### config.mk
export PLATFORM = sky130hd
export DESIGN_NAME = ct_lsu_dcache_ld_tag_ctrl
export DESIGN_NICKNAME = d
export VERILOG_FILES = /design/src/rtl/ct_lsu_dcache_ld_tag_ctrl.sv
export SDC_FILE = /design/constraint.sdc
export NUM_CORES = 1
export LEC_CHECK = 0
export ABC_AREA = 1
export BUFFER_PORTS_ARGS = -buffer_cell sky130_fd_sc_hd__buf_4
export CAP_MARGIN = 20
export CORE_ASPECT_RATIO = 1.25
export CORE_MARGIN = 5
export CORE_UTILIZATION = 35
export DETAILED_ROUTE_END_ITERATION = 7
export MAX_ROUTING_LAYER = met4
export PLACE_DENSITY = 0.79
export SYNTH_ARGS = -nofsm -noshare
export SYNTH_HDL_FRONTEND = slang
export SYNTH_SLANG_ARGS = --single-unit
### constraint.sdc
create_clock -name forever_cpuclk -period 2.4 [get_ports forever_cpuclk]
set_clock_uncertainty 0.2 [all_clocks]
set_input_delay 0.24 -clock forever_cpuclk [delete_from_list [all_inputs] [get_ports forever_cpuclk]]
set_output_delay 0.24 -clock forever_cpuclk [all_outputs]
set_load 0.1 [all_outputs]
### src/rtl/ct_lsu_dcache_ld_tag_ctrl.sv
// Load-tag SRAM initiator: load/write arbitration, array pin drive and a two-stage per-way hit pipe.
// Optional LSU_DCACHE_TAG_BYPASS_EN forwards a same-index write into the S1 compare instead of flagging replay.
module ct_lsu_dcache_ld_tag_ctrl #(
    parameter int unsigned IDX_W      = 9,
    parameter int unsigned TAG_W      = 26,
    parameter int unsigned STARVE_MAX = 7
) (
    input  logic                     forever_cpuclk,
    input  logic                     cpurst,
    input  logic                     ld_req_vld,
    input  logic [IDX_W-1:0]         ld_req_idx,
    input  logic [TAG_W-1:0]         ld_req_ptag,
    output logic                     ld_req_rdy,
    input  logic                     ld_cancel,
    input  logic                     wr_req_vld,
    input  logic [IDX_W-1:0]         wr_req_idx,
    input  logic [1:0]               wr_req_way,
    input  logic [TAG_W:0]           wr_req_din,
    output logic                     wr_req_rdy,
    output logic                     tag_gateclk_en,
    output logic                     tag_sel_b,
    output logic                     tag_gwen_b,
    output logic [1:0]               tag_wen_b,
    output logic [8:0]               tag_idx,
    output logic [2*(TAG_W+1)-1:0]   tag_din,
    input  logic [2*(TAG_W+1)-1:0]   tag_dout,
    output logic                     ld_resp_vld,
    output logic [1:0]               ld_resp_hit,
    output logic                     ld_resp_replay
);
    localparam int unsigned EW         = TAG_W + 1;
    localparam logic [3:0]  STARVE_LIM = 4'(STARVE_MAX);

    logic             ld_win;
    logic             wr_win;
    logic [3:0]       starve_q, starve_d;
    logic             s1_vld_q, s1_vld_d;
    logic [IDX_W-1:0] s1_idx_q;
    logic [TAG_W-1:0] s1_ptag_q;
    logic             s2_vld_q, s2_vld_d;
    logic [1:0]       s2_hit_q, s2_hit_d;
    logic             s2_replay_q, s2_replay_d;
    logic             wr_hit_s1;
    logic [1:0]       hit_s1;
    logic [EW-1:0]    cmp_ent [2];

    // Write wins by default; a load that has waited STARVE_MAX write-won cycles takes the port.
    always_comb begin : arb
        ld_win   = ld_req_vld && (!wr_req_vld || (starve_q == STARVE_LIM));
        wr_win   = wr_req_vld && !ld_win;
        starve_d = starve_q;
        if (!ld_req_vld || ld_win) begin
            starve_d = '0;
        end else if (starve_q != '1) begin
            starve_d = starve_q + 4'd1;
        end
    end

    assign ld_req_rdy = ld_win;
    assign wr_req_rdy = wr_win;

    always_comb begin : sram_drive
        tag_gateclk_en = 1'b0;
        tag_sel_b      = 1'b1;
        tag_gwen_b     = 1'b1;
        tag_wen_b      = '1;
        tag_idx        = '0;
        tag_din        = '0;
        if (ld_win) begin
            tag_gateclk_en = 1'b1;
            tag_sel_b      = 1'b0;
            tag_idx        = 9'(ld_req_idx);
        end else if (wr_win) begin
            // An all-zero way mask degenerates into a plain array read.
            tag_gateclk_en = 1'b1;
            tag_sel_b      = 1'b0;
            tag_gwen_b     = ~|wr_req_way;
            tag_wen_b      = ~wr_req_way;
            tag_idx        = 9'(wr_req_idx);
            tag_din        = {2{wr_req_din}};
        end
    end

    always_comb begin : s1_compare
        wr_hit_s1 = wr_win && (|wr_req_way) && s1_vld_q && (wr_req_idx == s1_idx_q);
        hit_s1    = '0;
        for (int unsigned w = 0; w < 2; w++) begin
            cmp_ent[w] = tag_dout[w*EW +: EW];
`ifdef LSU_DCACHE_TAG_BYPASS_EN
            if (wr_hit_s1 && wr_req_way[w]) begin
                cmp_ent[w] = wr_req_din;
            end
`endif
            hit_s1[w] = (cmp_ent[w] == {1'b1, s1_ptag_q});
        end
    end

    always_comb begin : pipe_next
        s1_vld_d = ld_win && !ld_cancel;
        s2_vld_d = s1_vld_q && !ld_cancel;
        s2_hit_d = s2_vld_d ? hit_s1 : '0;
`ifdef LSU_DCACHE_TAG_BYPASS_EN
        s2_replay_d = 1'b0;
`else
        s2_replay_d = s2_vld_d && wr_hit_s1;
`endif
    end

    always_ff @(posedge forever_cpuclk) begin
        if (cpurst) begin
            starve_q    <= '0;
            s1_vld_q    <= 1'b0;
            s1_idx_q    <= '0;
            s1_ptag_q   <= '0;
            s2_vld_q    <= 1'b0;
            s2_hit_q    <= '0;
            s2_replay_q <= 1'b0;
        end else begin
            starve_q    <= starve_d;
            s1_vld_q    <= s1_vld_d;
            if (ld_win) begin
                s1_idx_q  <= ld_req_idx;
                s1_ptag_q <= ld_req_ptag;
            end
            s2_vld_q    <= s2_vld_d;
            s2_hit_q    <= s2_hit_d;
            s2_replay_q <= s2_replay_d;
        end
    end

    assign ld_resp_vld    = s2_vld_q;
    assign ld_resp_hit    = s2_hit_q;
    assign ld_resp_replay = s2_replay_q;

endmodule

---- After elaboration in Yosys (flattened, before gate mapping) ----
Cells that the tools add are included.
Widths: inputs -> output; s select.
cells by class
  add/subtract/negate cells ............... 1
  shift-type cells ........................ 0
  bitwise gates (word level) .............. 2
  mux-type cells .......................... 12
  $lt $le $gt $ge ......................... 0
  multipliers ............................. 0
  reduce and logical (&&, ||, !) cells .... 18
  div/mod/pow operators ................... 0
  eq/ne operators ......................... 5
operators by type and width
  kind                 count
  $mux 54              2
  $eq 27x27->1         2
  $mux 9               2
  $eq 9x9->1           1
  $logic_and 1x1->1    8
  $mux 1               6
  $reduce_or 2->1      3
  $logic_not 1->1      5
  $add 4x1->4 const B  1
  $eq 4x3->1 const B   1
  $mux 2               2
  $ne 4x4->1 const B   1
  $logic_or 1x1->1     2
  $not 2->2            1
  $not 1->1            1
storage, ports and cells
  memories ................................ 0
  input bits .............................. 132
  flip-flop bits (word level) ............. 44
  latch bits .............................. 0
  bits in writable memories ............... 0
  output and inout bits ................... 74
  ROM bits ................................ 0

---- Longest topological paths before layout ----
  word-level depth ........................ 9
  depth in mapped cells ................... 8
  depth with buffers taken out ............ 8

---- Worst setup path after synthesis ----
No wires, ideal clock.
  path type ............................... register to output
  from .................................... reg starve_q[0]
  to ...................................... out tag_idx[2]
  path buffers ............................ 0
  path slack .............................. -1.733 ns
  cell stages (with the launch flop) ...... 7
  arrival time ............................ 3.693 ns
  cells stage by stage .................... dfxtp_1 -> ha_1 -> nand2_2 -> o21ai_4 -> a21oi_4 -> inv_2 -> o21ai_0
on the way
  longest elaborated chain between the ends .. 7
ends and longest elaborated chain
  item                    RTL line  text
  from (decl)             36        logic [3:0] starve_q, starve_d;
  from (signal assigned)  119       starve_q <= starve_d;
  $eq 4x3->1              49        ld_win = ld_req_vld && (!wr_req_vld || (starve_q == STARVE_LIM));
  $logic_or 1x1->1        49
  $logic_and 1x1->1       49
  $logic_not 1->1         50        wr_win = wr_req_vld && !ld_win;
  $logic_and 1x1->1       50
  named net wr_req_rdy    19        output logic wr_req_rdy,
  $mux 9                  73        end else if (wr_win) begin
  $mux 9                  69        if (ld_win) begin
  to (decl)               24        output logic [8:0] tag_idx,
The timed path passes the listed nets, and every way through them passes these cells.

---- Final worst setup path ----
  from .................................... reg starve_q[0]
  to ...................................... out tag_din[45]
on the way
  longest elaborated chain between the ends .. 7
ends and longest elaborated chain
  item                   RTL line  text
  $eq 4x3->1 (*)         49
  $logic_or 1x1->1 (*)   49
  $logic_and 1x1->1 (*)  49
  $logic_not 1->1        50
  $logic_and 1x1->1      50
  $mux 54                73
  $mux 54 (*)            69
  to (decl)              25        output logic [2*(TAG_W+1)-1:0] tag_din,
Every way passes the cells marked *; elsewhere a longest branch is shown, timed or not.

==> metrics.md <==
| Metric | Value |
|---|---|
| Path category of the worst min-delay check | in2reg |
| Largest family of logic cells by synthesized area | simple AND/OR/NAND/NOR gates |
| Post CTS Setup Buffer Count | 0 |
| Total non-filler cell area in the finished layout | 5120 µm² |
| Worst setup path startpoint | starve_q[0] |
| Clock transition at the registers of the reported paths | 0.06 ns |
| Standard cell core area | between 9000 and 10,000 µm² |
| Worst IR drop on VDD | 0.317 mV |
| Initial standard-cell utilization of the core | a little over a third |
| Area after DPL | 4950 µm² |
| Combined area of all synthesized cells | around 3200 µm² |
| Number of routed nets with antenna violations | 0 |
| WP data required | 1.96 ns |
| Startpoint class of the critical path | register |
| Leading cell types by total area after synthesis | dfxtp_1, nand2_1, inv_1, nor2_1, buf_4 |
| Starting DRC count in detailed routing | ~200 |
| Post-synth net total | 697 |
| CTS sink cnt | 44 |
| Initial antenna violation count | 0 |
| Leak Pwr | 2.81 nW |
| R2r startpoint | starve_q[1] |
| Routed wirelength normalized by instance count | 12.8 µm |
| Setup Viol. Count Final | 0 |
| Layout net count | around 880 |
| Period utilisation layout | 95.3% |
| Number of fill cells | 870 |
| Fraction of the mapped netlist area in compound gates | 12.9% |
| Maximum capacitance violations | 0 |
| Die outline area | approximately 11,000 µm² |
| Crit path arrival time | between 1.5 and 2 ns |
| Wire length of the first global-routing pass | 16,800 µm |
| Count of unique library cells instantiated by Yosys | 29 |
| Inserted Clock Buffers | 5 |
| Fmax achieved | 437 MHz |
| Worst-path fanout max | 10 |
| Pin count of the biggest net entering global routing | a little over 60 |
| Sequential Area | slightly below 900 µm² |
| Total grt overflow | 0 |
| Gp weighted congestion | 0.913 |
| Library cell occupying the most area in the post-synthesis netlist | dfxtp_1 |
| Ant diodes | 0 |
| Critical path destination | tag_din[45] |
| Final Max Tran Viols | 0 |
| Register-to-Register Setup Slack | 0.53 ns |
| Total number of vias | slightly below 4,000 |
| H-Tree Depth | 2 |
| Hold Violations, Final | 0 |
| Clock period minus final worst setup slack | 2.29 ns |
| Warning count from the yosys run | 0 |
| Share of cell area taken by muxes after synthesis | 0% |
| CTS tree | built |
| Xor and xnor fraction of the mapped netlist area | roughly 2.7% |
| Tightest Pin Transition | 0.590 ns |
| Number of global-route vias before repair | 3,805 |
| Growth of design area from synthesis to finish | 59.0% |
| I/O pin count | between 200 and 250 |
| Worst-case reg-to-reg path depth | 7 |
| R2R Path End | s1_ptag_q[21] |
| Synthesized-area fraction occupied by and/or/nand/nor cells | 33.9% |
| Area occupied by multi-input gates | 1870 µm² |
| Number of standard-cell rows in the floorplan | 39 |
| Total wire length after detailed routing | 11,100 µm |
| Number of input and output port buffers inserted | 205 |
| Die X-Extent | 95.8 µm |
| Total routing usage reported by global routing | 19.5% |
| Setup repair after global routing missed its margin | no |
| Later-pin clock latency in the skew report | 0.28 ns |
| Maximum buffer depth of the clock tree | 2 |
| Post-DP HPWL | 9470 µm |
| Proportion of netlist area held by the largest area contributor | a little over a quarter |
| Vert. Die Dim | around 120 µm |
| Total chip power | around 0.0027 W |
| Average size of a mapped cell | 5.71 µm² |
| Synthesis-stage register bit count | 44 |
| Synthesized-area fraction occupied by adder cells | 0.388% |
| Max-slew headroom | 60.7% |
| Post-Syn Instances | 564 |
| Post-CTS Resized | 0 |
| Worst Setup Path Type | reg2out |
| Vias per std cell | between 4 and 5 |
| Critical Path Sink Type | output port |
| Register area share after synthesis | ~27% |
| Power density over cell area | 532 nW/µm² |
| Root buffer selected by CTS | clkbuf_16 |
| Final routed DRC violation total | 0 |
| First-pass iteration count of the detailed router | 4 |
| Status | finished clean |
| Proportion of layout cells with a drive suffix above 1 | a little under two fifths |
| Leading cell type in the layout, fill and taps excluded | buf_4 |
| Most used cells in the layout excluding fill and tap cells | buf_4, nand2_1, inv_1 |
==> report_power, final <==
part           leakage, nW  internal (W)  total, W  switching (W)
logic                 2.37      0.000351   0.00115       0.000798
clock network       0.0808      0.000490  0.000778       0.000288
registers            0.362      0.000769  0.000797      0.0000284
==> what timing repair did <==
action                                  CTS  global route
endpoints found under the setup margin    0             0
hold endpoints to repair                  1             0
hold buffers                              1             0
==> worst min path at each step <==
stage,startpoint,to,slack (ns),cells past startpoint
floorplan,ld_cancel,s1_vld_q,0.12,1
global placement,ld_cancel,s1_vld_q,0.22,2
detailed placement,ld_cancel,s1_vld_q,0.22,2
CTS,ld_req_ptag[15],s1_ptag_q[15],0.03,3
global route,ld_req_ptag[15],s1_ptag_q[15],0.03,3
finish,ld_req_ptag[9],s1_ptag_q[9],0.03,3
==> per-layer routing <==
layer  global-route usage, %  vias to the layer above  part of all wire [%]
met3                    4.60                       19                    11
met1                    20.3                     1667                    37
li1                        -                     1989                     -
met4                    6.07                        0                   2.2
met2                    36.0                      183                    50
met5                       -                        -                     0
==> registers in the layout, summed over array words and instances (netlist names) <==
| name | cells |
|---|---|
| s1_vld_q | 1 |
| ld_resp_vld | 1 |
| s1_idx_q | 9 |
| ld_resp_replay | 1 |
| s1_ptag_q | 26 |
| ld_resp_hit | 2 |
| starve_q | 4 |
==> worst max-delay path: stages, from the launching register on <==
cell and delay [ns]:
dfxtp_2 0.34, ha_4 0.18, nand2_4 0.06, o21ai_4 0.08, a21oi_4 0.20, inv_4 0.05
buf_4 0.22, nor2_4 0.13, buf_4 0.29
==> synth_stat cells, drive strengths merged <==
cell type,instances
xnor2,9
inv,116
dfxtp,44
a21oi,37
o21ai,34
nor3,1
clkinv,1
a21boi,1
nand3,5
nor2,69
nand3b,1
o22ai,2
clkbuf,5
nand4,2
buf,35
ha,1
nor3b,1
nand2,199
xor2,1
==> cell type report <==
type / instances / share of cell area, %
repair buffers: 212 / 31.4
clock buffers: 6 / 2.52
clock inverters: 2 / 0.684
inverters: 117 / 8.65
flip-flops and latches: 44 / 17.2
multi-input cells: 363 / 36.5
well taps: 123 / 3.00
==> metrics by stage <==
| step | setup slack, ns | utilization (%) | setup TNS (ns) | hold WS (ns) | std cells |
|---|---|---|---|---|---|
| global placement | 0.446 | 54.5 | 0 | 0.217 | 858 |
| global route | 0.0320 | 56.4 | 0 | 0.0345 | 867 |
| detailed placement | 0.411 | 54.5 | 0 | 0.218 | 858 |
| floorplan | -0.509 | - | -22.74 | 0.119 | 564 |
| CTS | 0.0945 | 56.4 | 0 | 0.0264 | 867 |
| finish | 0.113 | 56.4 | 0 | 0.0313 | 867 |
==> cells by family (layout without fill, tap and decap cells) <==
group | after synthesis | after routing
fa+ha+maj | 1 | 1
compound gates | 74 | 74
simple gates | 278 | 278
xor+xnor | 10 | 10
buf+inv | 157 | 337
flops | 44 | 44
Power figures use the tool's default switching activity.
